==> config.mk <==
export PLATFORM = sky130hd
export DESIGN_NAME = ghr_spec_ctrl
export DESIGN_NICKNAME = d
export VERILOG_FILES = /design/src/rtl/ghr_spec_ctrl.sv
export SDC_FILE = /design/constraint.sdc
export NUM_CORES = 1
export LEC_CHECK = 0
export CAP_MARGIN = 40
export CORE_MARGIN = 4
export CORE_UTILIZATION = 50
export DETAILED_ROUTE_END_ITERATION = 10
export GPL_TIMING_DRIVEN = 1
export PLACE_DENSITY = 0.76
export SKIP_LAST_GASP = 1
export SLEW_MARGIN = 20
export SYNTH_ARGS = -nofsm -noshare
export SYNTH_HDL_FRONTEND = slang
export SYNTH_SLANG_ARGS = --single-unit
export TNS_END_PERCENT = 100
==> constraint.sdc <==
create_clock -name clk -period 3.69 [get_ports clk]
set_clock_uncertainty 0.05 [all_clocks]
set_input_delay 0.5535 -clock clk [delete_from_list [all_inputs] [get_ports clk]]
set_output_delay 0.5535 -clock clk [all_outputs]
set_load 0.02 [all_outputs]
==> src/rtl/ghr_spec_ctrl.sv <==
// Speculative/committed global-history controller with an in-order FIFO of
// predicted directions, mispredict repair and a fixed post-repair stall.
module ghr_spec_ctrl #(
    parameter int M           = 4,
    parameter int DEPTH       = 4,
    parameter int RECOVER_CYC = 2
) (
    input  logic                       clk,
    input  logic                       reset,
    input  logic                       pred_valid,
    input  logic                       pred_taken,
    output logic                       pred_ready,
    input  logic                       res_valid,
    input  logic                       res_taken,
    output logic [M-1:0]               spec_hist,
    output logic [M-1:0]               commit_hist,
    output logic [$clog2(DEPTH):0]     inflight,
    output logic                       mispredict,
    output logic                       res_err
);
    localparam int PW = $clog2(DEPTH);
    localparam int CW = PW + 1;
    localparam int RW = $clog2(RECOVER_CYC) + 1;

    typedef enum logic [0:0] {RUN, RECOVER} state_t;

    state_t          state_q, state_d;
    logic [RW-1:0]   rcnt_q, rcnt_d;
    logic [DEPTH-1:0] fifo_q, fifo_d;
    logic [PW-1:0]   wr_ptr_q, wr_ptr_d;
    logic [PW-1:0]   rd_ptr_q, rd_ptr_d;
    logic [CW-1:0]   count_q, count_d;
    logic [M-1:0]    spec_q, spec_d;
    logic [M-1:0]    commit_q, commit_d;
    logic            mis_q, mis_d;
    logic            err_q, err_d;

    logic            res_fire;
    logic            mis_now;
    logic            pred_fire;
    logic [M-1:0]    commit_shifted;

    // A resolve only counts against a non-empty FIFO; the head is the oldest prediction.
    assign res_fire       = res_valid & (count_q != '0);
    assign mis_now        = res_fire & (res_taken != fifo_q[rd_ptr_q]);
    assign commit_shifted = {commit_q[M-2:0], res_taken};

    always_comb begin
        pred_ready = 1'b0;
        if (!reset && state_q == RUN) begin
            pred_ready = (count_q < CW'(DEPTH)) & ~mis_now;
        end
    end

    assign pred_fire = pred_valid & pred_ready;

    always_comb begin
        state_d  = state_q;
        rcnt_d   = rcnt_q;
        fifo_d   = fifo_q;
        wr_ptr_d = wr_ptr_q;
        rd_ptr_d = rd_ptr_q;
        count_d  = count_q;
        spec_d   = spec_q;
        commit_d = commit_q;
        mis_d    = mis_now;
        err_d    = res_valid & (count_q == '0);

        if (state_q == RECOVER) begin
            if (rcnt_q == '0) begin
                state_d = RUN;
            end else begin
                rcnt_d = rcnt_q - 1'b1;
            end
        end

        if (mis_now) begin
            // Repair: speculative history restarts from the corrected committed one.
            commit_d = commit_shifted;
            spec_d   = commit_shifted;
            wr_ptr_d = '0;
            rd_ptr_d = '0;
            count_d  = '0;
            state_d  = RECOVER;
            rcnt_d   = RW'(RECOVER_CYC - 1);
        end else begin
            if (res_fire) begin
                commit_d = commit_shifted;
                rd_ptr_d = rd_ptr_q + 1'b1;
            end
            if (pred_fire) begin
                fifo_d[wr_ptr_q] = pred_taken;
                wr_ptr_d         = wr_ptr_q + 1'b1;
                spec_d           = {spec_q[M-2:0], pred_taken};
            end
            if (pred_fire && !res_fire) begin
                count_d = count_q + 1'b1;
            end else if (res_fire && !pred_fire) begin
                count_d = count_q - 1'b1;
            end
        end
    end

    always_ff @(posedge clk) begin
        if (reset) begin
            state_q  <= RUN;
            rcnt_q   <= '0;
            fifo_q   <= '0;
            wr_ptr_q <= '0;
            rd_ptr_q <= '0;
            count_q  <= '0;
            spec_q   <= '0;
            commit_q <= '0;
            mis_q    <= 1'b0;
            err_q    <= 1'b0;
        end else begin
            state_q  <= state_d;
            rcnt_q   <= rcnt_d;
            fifo_q   <= fifo_d;
            wr_ptr_q <= wr_ptr_d;
            rd_ptr_q <= rd_ptr_d;
            count_q  <= count_d;
            spec_q   <= spec_d;
            commit_q <= commit_d;
            mis_q    <= mis_d;
            err_q    <= err_d;
        end
    end

    assign spec_hist   = spec_q;
    assign commit_hist = commit_q;
    assign inflight    = count_q;
    assign mispredict  = mis_q;
    assign res_err     = err_q;
endmodule
### Word-level counts from Yosys, hierarchy flattened

Cells that the tools add are included.

* output and inout port bits: 14
* register bits: 24
* logic and storage cells: 66

* reduce and logical (&&, ||, !) cells: 18
* multiplexer cells: 18
* bitwise operators: 8
* $add $sub $neg: 5
* equal/unequal tests: 2
* $lt $le $gt $ge: 4

Operator list (number)
* 4-bit 2-to-1 mux: 4
* 1-bit 2-to-1 mux: 9
* 2-bit nonzero test: 4
* 2-bit by 3-bit < comparator with 1-bit output (second input constant): 2
* 3-bit 2-to-1 mux: 2
* 2-bit AND reduction: 3
* 1-bit AND: 5
* 2-bit by 1-bit adder with 2-bit output (second input constant): 2
* 4-bit bitwise mux: 1
* 1-bit logical AND: 4
* 3-bit by 1-bit adder with 3-bit output (second input constant): 1
* 1-bit logical NOT: 3
* 3-bit logical NOT: 1
* 3-bit < comparator (second input constant): 1
* 1-bit inverter: 3
* 3-bit nonzero test: 1
* 3-bit by 1-bit subtractor with 3-bit output (second input constant): 1
* 1-bit binary-select mux with 2-bit select: 1
* 1-bit demux with 2-bit select: 1
* 2-bit by 1-bit greater-or-equal comparator with 1-bit output (second input constant): 1
* 2-bit logical NOT: 1
* 2-bit != test (second input constant): 1
* 2-bit OR reduction: 1
* 2-bit by 1-bit subtractor with 2-bit output (second input constant): 1
* 1-bit != test: 1

### Depth between registers and ports, before layout

* word-level depth: 12
* gate-level depth with buffers: 12
* gate-level depth less buffers: 11

### Least setup slack after synthesis

No wires, ideal clock.

* path type: register to register
* from: register rd_ptr_q[0]
* to: register count_q[2] (netlist: inflight[2])
* path buffers: 1
* setup time: 0.115 ns
* path slack: 0.953 ns
* period minus slack after synthesis: 2.737 ns
* arrival time: 2.572 ns
* stages on the path, launching flop included: 13
* path through: dfxtp_1 > mux4_2 > xor2_1 > a21o_1 > buf_6 > nor2b_1 > ha_1 > inv_1 > fa_1 > xor2_1 > nor2_1 > xnor2_1 > nor2_1

* word-level cells in the longest chain between the ends: 11
* elaborated cells on any way between the ends: 14
* those cells by class: eq/ne (1); mux (4); bitwise (4); reduce/logical (5)

Ends and longest elaborated chain
* start, declared: RTL line 31 `logic [PW-1:0] rd_ptr_q, rd_ptr_d;`
* start signal, assigned: RTL line 121 `rd_ptr_q <= rd_ptr_d;`
* 1-bit binary-select mux with 2-bit select (*): RTL line 45 `assign mis_now = res_fire & (res_taken != fifo_q[rd_ptr_q]);`
* 1-bit 2-to-1 mux (not written as such) (*): RTL line 45
* 1-bit != test (*): RTL line 45
* 1-bit AND (*): RTL line 45
* 1-bit inverter (no line) (*)
* 1-bit AND (*): RTL line 51 `pred_ready = (count_q < CW'(DEPTH)) & ~mis_now;`
* 1-bit 2-to-1 mux (*): RTL line 50 `if (!reset && state_q == RUN) begin`
* 1-bit AND (*): RTL line 55 `assign pred_fire = pred_valid & pred_ready;`
* via pred_fire: RTL line 40 `logic pred_fire;`
* 1-bit logical NOT: RTL line 98 `end else if (res_fire && !pred_fire) begin`
* 1-bit logical AND: RTL line 98
* 2-bit nonzero test (no line)
* end signal, assigned: RTL line 122 `count_q <= count_d;`
* end, declared: RTL line 32 `logic [CW-1:0] count_q, count_d;`

Mark *: on every way through the listed nets, which the timed path passes. The rest lies on a longest branch. The select of a mux whose other input is x is not followed.
A chain may end at the register's enable or synchronous reset.

### Worst setup path after layout

* from: register rd_ptr_q[0]
* to: output port pred_ready

* word-level cells in the longest chain between the ends: 7

Ends and longest elaborated chain
* 1-bit binary-select mux with 2-bit select: RTL line 45
* 1-bit 2-to-1 mux (not written as such): RTL line 45
* 1-bit != test: RTL line 45
* 1-bit AND: RTL line 45
* 1-bit inverter (no line)
* 1-bit AND: RTL line 51
* 1-bit 2-to-1 mux: RTL line 50
* end, declared: RTL line 12 `output logic pred_ready,`

No other way between the ends. The select of a mux whose other input is x is not followed.

==> results.sh <==
export IMPL_run_status="completed"
export IMPL_netlist_instances=121
export IMPL_clock_path_buffers=2
export IMPL_layout_drive_gt1_share_pct=7.86
export IMPL_die_area_um2=3130
export IMPL_timing_critical_path_to_type="primary output"
export IMPL_cts_made_buffers=3
export IMPL_tightestPinTransition_ps=482
export IMPL_ant_nets=0
export IMPL_post_cts_setup_buffer_count=0
export IMPL_grt_pass1_vias=820
export IMPL_number_of_antenna_violations_at_the_first_check_in_global_routing=0
export IMPL_clk_pin_slew_worst_paths_ps=140
export IMPL_initial_utilization_pct=52.4
export IMPL_drv_slew=0
export IMPL_wl_per_cell_um=13.2
export IMPL_cell_area_after_synthesis_um2=1150
export IMPL_worst_r2r_path_depth=11
export IMPL_maximum_number_of_pins_on_one_net_before_global_route_repair=18
export IMPL_tritoncts="yes"
export IMPL_synthDominantAreaCellType="sky130_fd_sc_hd__dfxtp_1"
export IMPL_worstSetupStartpointType="register"
export IMPL_worstPathRequired_ps=3090
export IMPL_ys_dominant_reg_cell="sky130_fd_sc_hd__dfxtp_1"
export IMPL_netlist_cell_type_count=28
export IMPL_synth_top_cells_by_area="sky130_fd_sc_hd__dfxtp_1, sky130_fd_sc_hd__mux2i_1, sky130_fd_sc_hd__ha_1, sky130_fd_sc_hd__nand2_1, sky130_fd_sc_hd__nor2_1"
export IMPL_cts_root_buffer_cell="sky130_fd_sc_hd__clkbuf_4"
export IMPL_clock_fmax_mhz=306
export IMPL_final_min_period_over_clock_period_pct=88.6
export IMPL_vias=864
export IMPL_power_density_nw_per_um2=727
export IMPL_totalWireLength_um=2210
export IMPL_setup_tns_ps=0
export IMPL_first_pass_iters=4
export IMPL_detail_route_iter0_violations=7
export IMPL_post_cts_hold_buffer_count=0
export IMPL_grt_first_pass_wirelength_um=3890
export IMPL_core_area_um2=2190
export IMPL_dp_slack_ps=579
export IMPL_hold_viol=0
export IMPL_syn_avg_cell_area_um2=9.48
export IMPL_route_detailed_drc=0
export IMPL_port_buffers=19
export IMPL_final_min_clock_period_ps=3270
export IMPL_clock_sinks=24
export IMPL_rsz_0062_raised_after_global_routing="false"
export IMPL_clkLatencyLatePin_ps=320
export IMPL_final_setup_violation_count=0
export IMPL_die_w_um=55.9
export IMPL_ctsHtreeMaxLevel=1
export IMPL_postSynthRegisterBits=24
export IMPL_via_cell_ratio=5.14
export IMPL_worstHoldPathType="reg -> reg"
export IMPL_critical_path_class="reg -> out"
export IMPL_num_io_pins=20
export IMPL_yosys_top_cells_count="sky130_fd_sc_hd__dfxtp_1, sky130_fd_sc_hd__nand2_1, sky130_fd_sc_hd__nor2_1, sky130_fd_sc_hd__a21oi_1, sky130_fd_sc_hd__mux2i_1"
export IMPL_synthesis_nets=134
export IMPL_place_hpwl_um=1630
export IMPL_power_leakage_uw=0.000539
export IMPL_layout_area_overhead_vs_synth_pct=22.8
export IMPL_worst_slack_ps=420
export IMPL_synth_seq_area_share_pct=41.9
export IMPL_gp_congestion=0.698
export IMPL_critical_path_max_fanout=10
export IMPL_finalNetCount=154
export IMPL_total_routing_usage_gr_pct=15.6
export IMPL_ctsResizeCount=0
export IMPL_async_reset_ff_share_pct=0
export IMPL_cap_violations=0
export IMPL_irDropWorstVdd_mv=0.460
export IMPL_cp_arrival_ps=2670
export IMPL_cell_with_the_most_instances_after_synthesis="sky130_fd_sc_hd__dfxtp_1"
export IMPL_relSlewSlack_pct=67.9
export IMPL_hold_path_cell_count=2
export IMPL_num_antenna_cells=0
export IMPL_synth_warning_count=0
export IMPL_synth_top_cell_area_share_pct=41.9
export IMPL_synth_edff_count=0
export IMPL_floorplan_die_height_um=55.9
export IMPL_grt_overflow_total=0
export IMPL_row_count=17
-- layout make-up --
type | count | area, um^2
clock buffers | 3 | 22.5
well taps | 28 | 35.0
multi-input cells | 85 | 613
inverters | 6 | 22.5
repair buffers | 21 | 205
clock inverters | 1 | 30.0
fillers | 182 | 782
flip-flops and latches | 24 | 480
-- placed cells by master (no fill, tap or decap) --
cell type / instances
sky130_fd_sc_hd__mux4_2: 1
sky130_fd_sc_hd__mux2_2: 1
sky130_fd_sc_hd__bufinv_16: 1
sky130_fd_sc_hd__buf_4: 2
sky130_fd_sc_hd__nand2b_1: 6
sky130_fd_sc_hd__nor4_1: 1
sky130_fd_sc_hd__clkbuf_4: 3
sky130_fd_sc_hd__nor3_2: 1
sky130_fd_sc_hd__clkdlybuf4s50_1: 19
sky130_fd_sc_hd__xnor2_1: 4
sky130_fd_sc_hd__xnor2_2: 1
sky130_fd_sc_hd__a21oi_1: 9
sky130_fd_sc_hd__dfxtp_1: 24
sky130_fd_sc_hd__a21o_1: 1
sky130_fd_sc_hd__nor2b_1: 2
sky130_fd_sc_hd__mux2i_1: 8
sky130_fd_sc_hd__nor3b_1: 1
sky130_fd_sc_hd__o21ai_0: 1
sky130_fd_sc_hd__o211ai_1: 3
sky130_fd_sc_hd__inv_1: 6
sky130_fd_sc_hd__o31a_1: 1
sky130_fd_sc_hd__nor3_1: 3
sky130_fd_sc_hd__a211oi_1: 3
sky130_fd_sc_hd__nor2_1: 13
sky130_fd_sc_hd__a211oi_4: 1
sky130_fd_sc_hd__nand2_1: 13
sky130_fd_sc_hd__fa_1: 1
sky130_fd_sc_hd__ha_1: 6
sky130_fd_sc_hd__xor2_1: 4
-- power breakdown --
group	switching, uW	internal [uW]	leakage [uW]
combinational	247	210	0.000315
clock	80.1	110	0.0000279
sequential	61.4	317	0.000196
total	388	636	0.000539
-- cells by family after synthesis --
kind of cell | synth area share [%]
muxes | 9.92
and+or+nand+nor | 16.2
DFF | 41.9
adders and majority gates | 8.29
buffers and inverters | 4.69
AOI/OAI and AO/OA | 11.4
xor gates and xnor gates | 7.52
-- registers in the layout, summed over array words and instances (netlist names) --
register / flops
mispredict: 1
wr_ptr_q: 2
commit_hist: 4
rcnt_q: 2
rd_ptr_q: 2
state_q: 1
fifo_q: 4
inflight: 3
res_err: 1
spec_hist: 4
-- metal layers --
metal	global-route usage [%]	up-vias	routed length, um
met5	0	-	0
li1	-	443	-
met3	3.48	4	109
met1	21.0	400	1060
met2	23.8	17	1010
met4	6.78	0	35
-- worst max-delay path, cell delays in order (launching register included) --
cell	delay [ps]
sky130_fd_sc_hd__dfxtp_1	430
sky130_fd_sc_hd__mux4_2	600
sky130_fd_sc_hd__xor2_1	320
sky130_fd_sc_hd__a21o_1	410
sky130_fd_sc_hd__nor3_2	60
sky130_fd_sc_hd__clkdlybuf4s50_1	540
-- path summary, 6_finish.rpt --
path	from	to	slack, ps
worst max-delay path	rd_ptr_q[0]	pred_ready	420
worst min-delay path	commit_hist[3]	commit_hist[3]	420
worst max register to register	rd_ptr_q[0]	inflight[2]	700
worst min register to register	commit_hist[3]	commit_hist[3]	420
-- through the flow --
step / hold WS [ps] / utilization (%) / cell area (um^2) / total power, uW / instances
after floorplan: 396 / - / 1150 / 700 / 121
after global placement: 393 / 61.9 / 1360 / 825 / 164
after global routing: 454 / 64.3 / 1410 / 1100 / 168
after detailed placement: 406 / 61.9 / 1360 / 842 / 164
after CTS: 428 / 64.3 / 1410 / 1030 / 168
final: 425 / 64.3 / 1410 / 1020 / 168
Power figures use the tool's default switching activity.
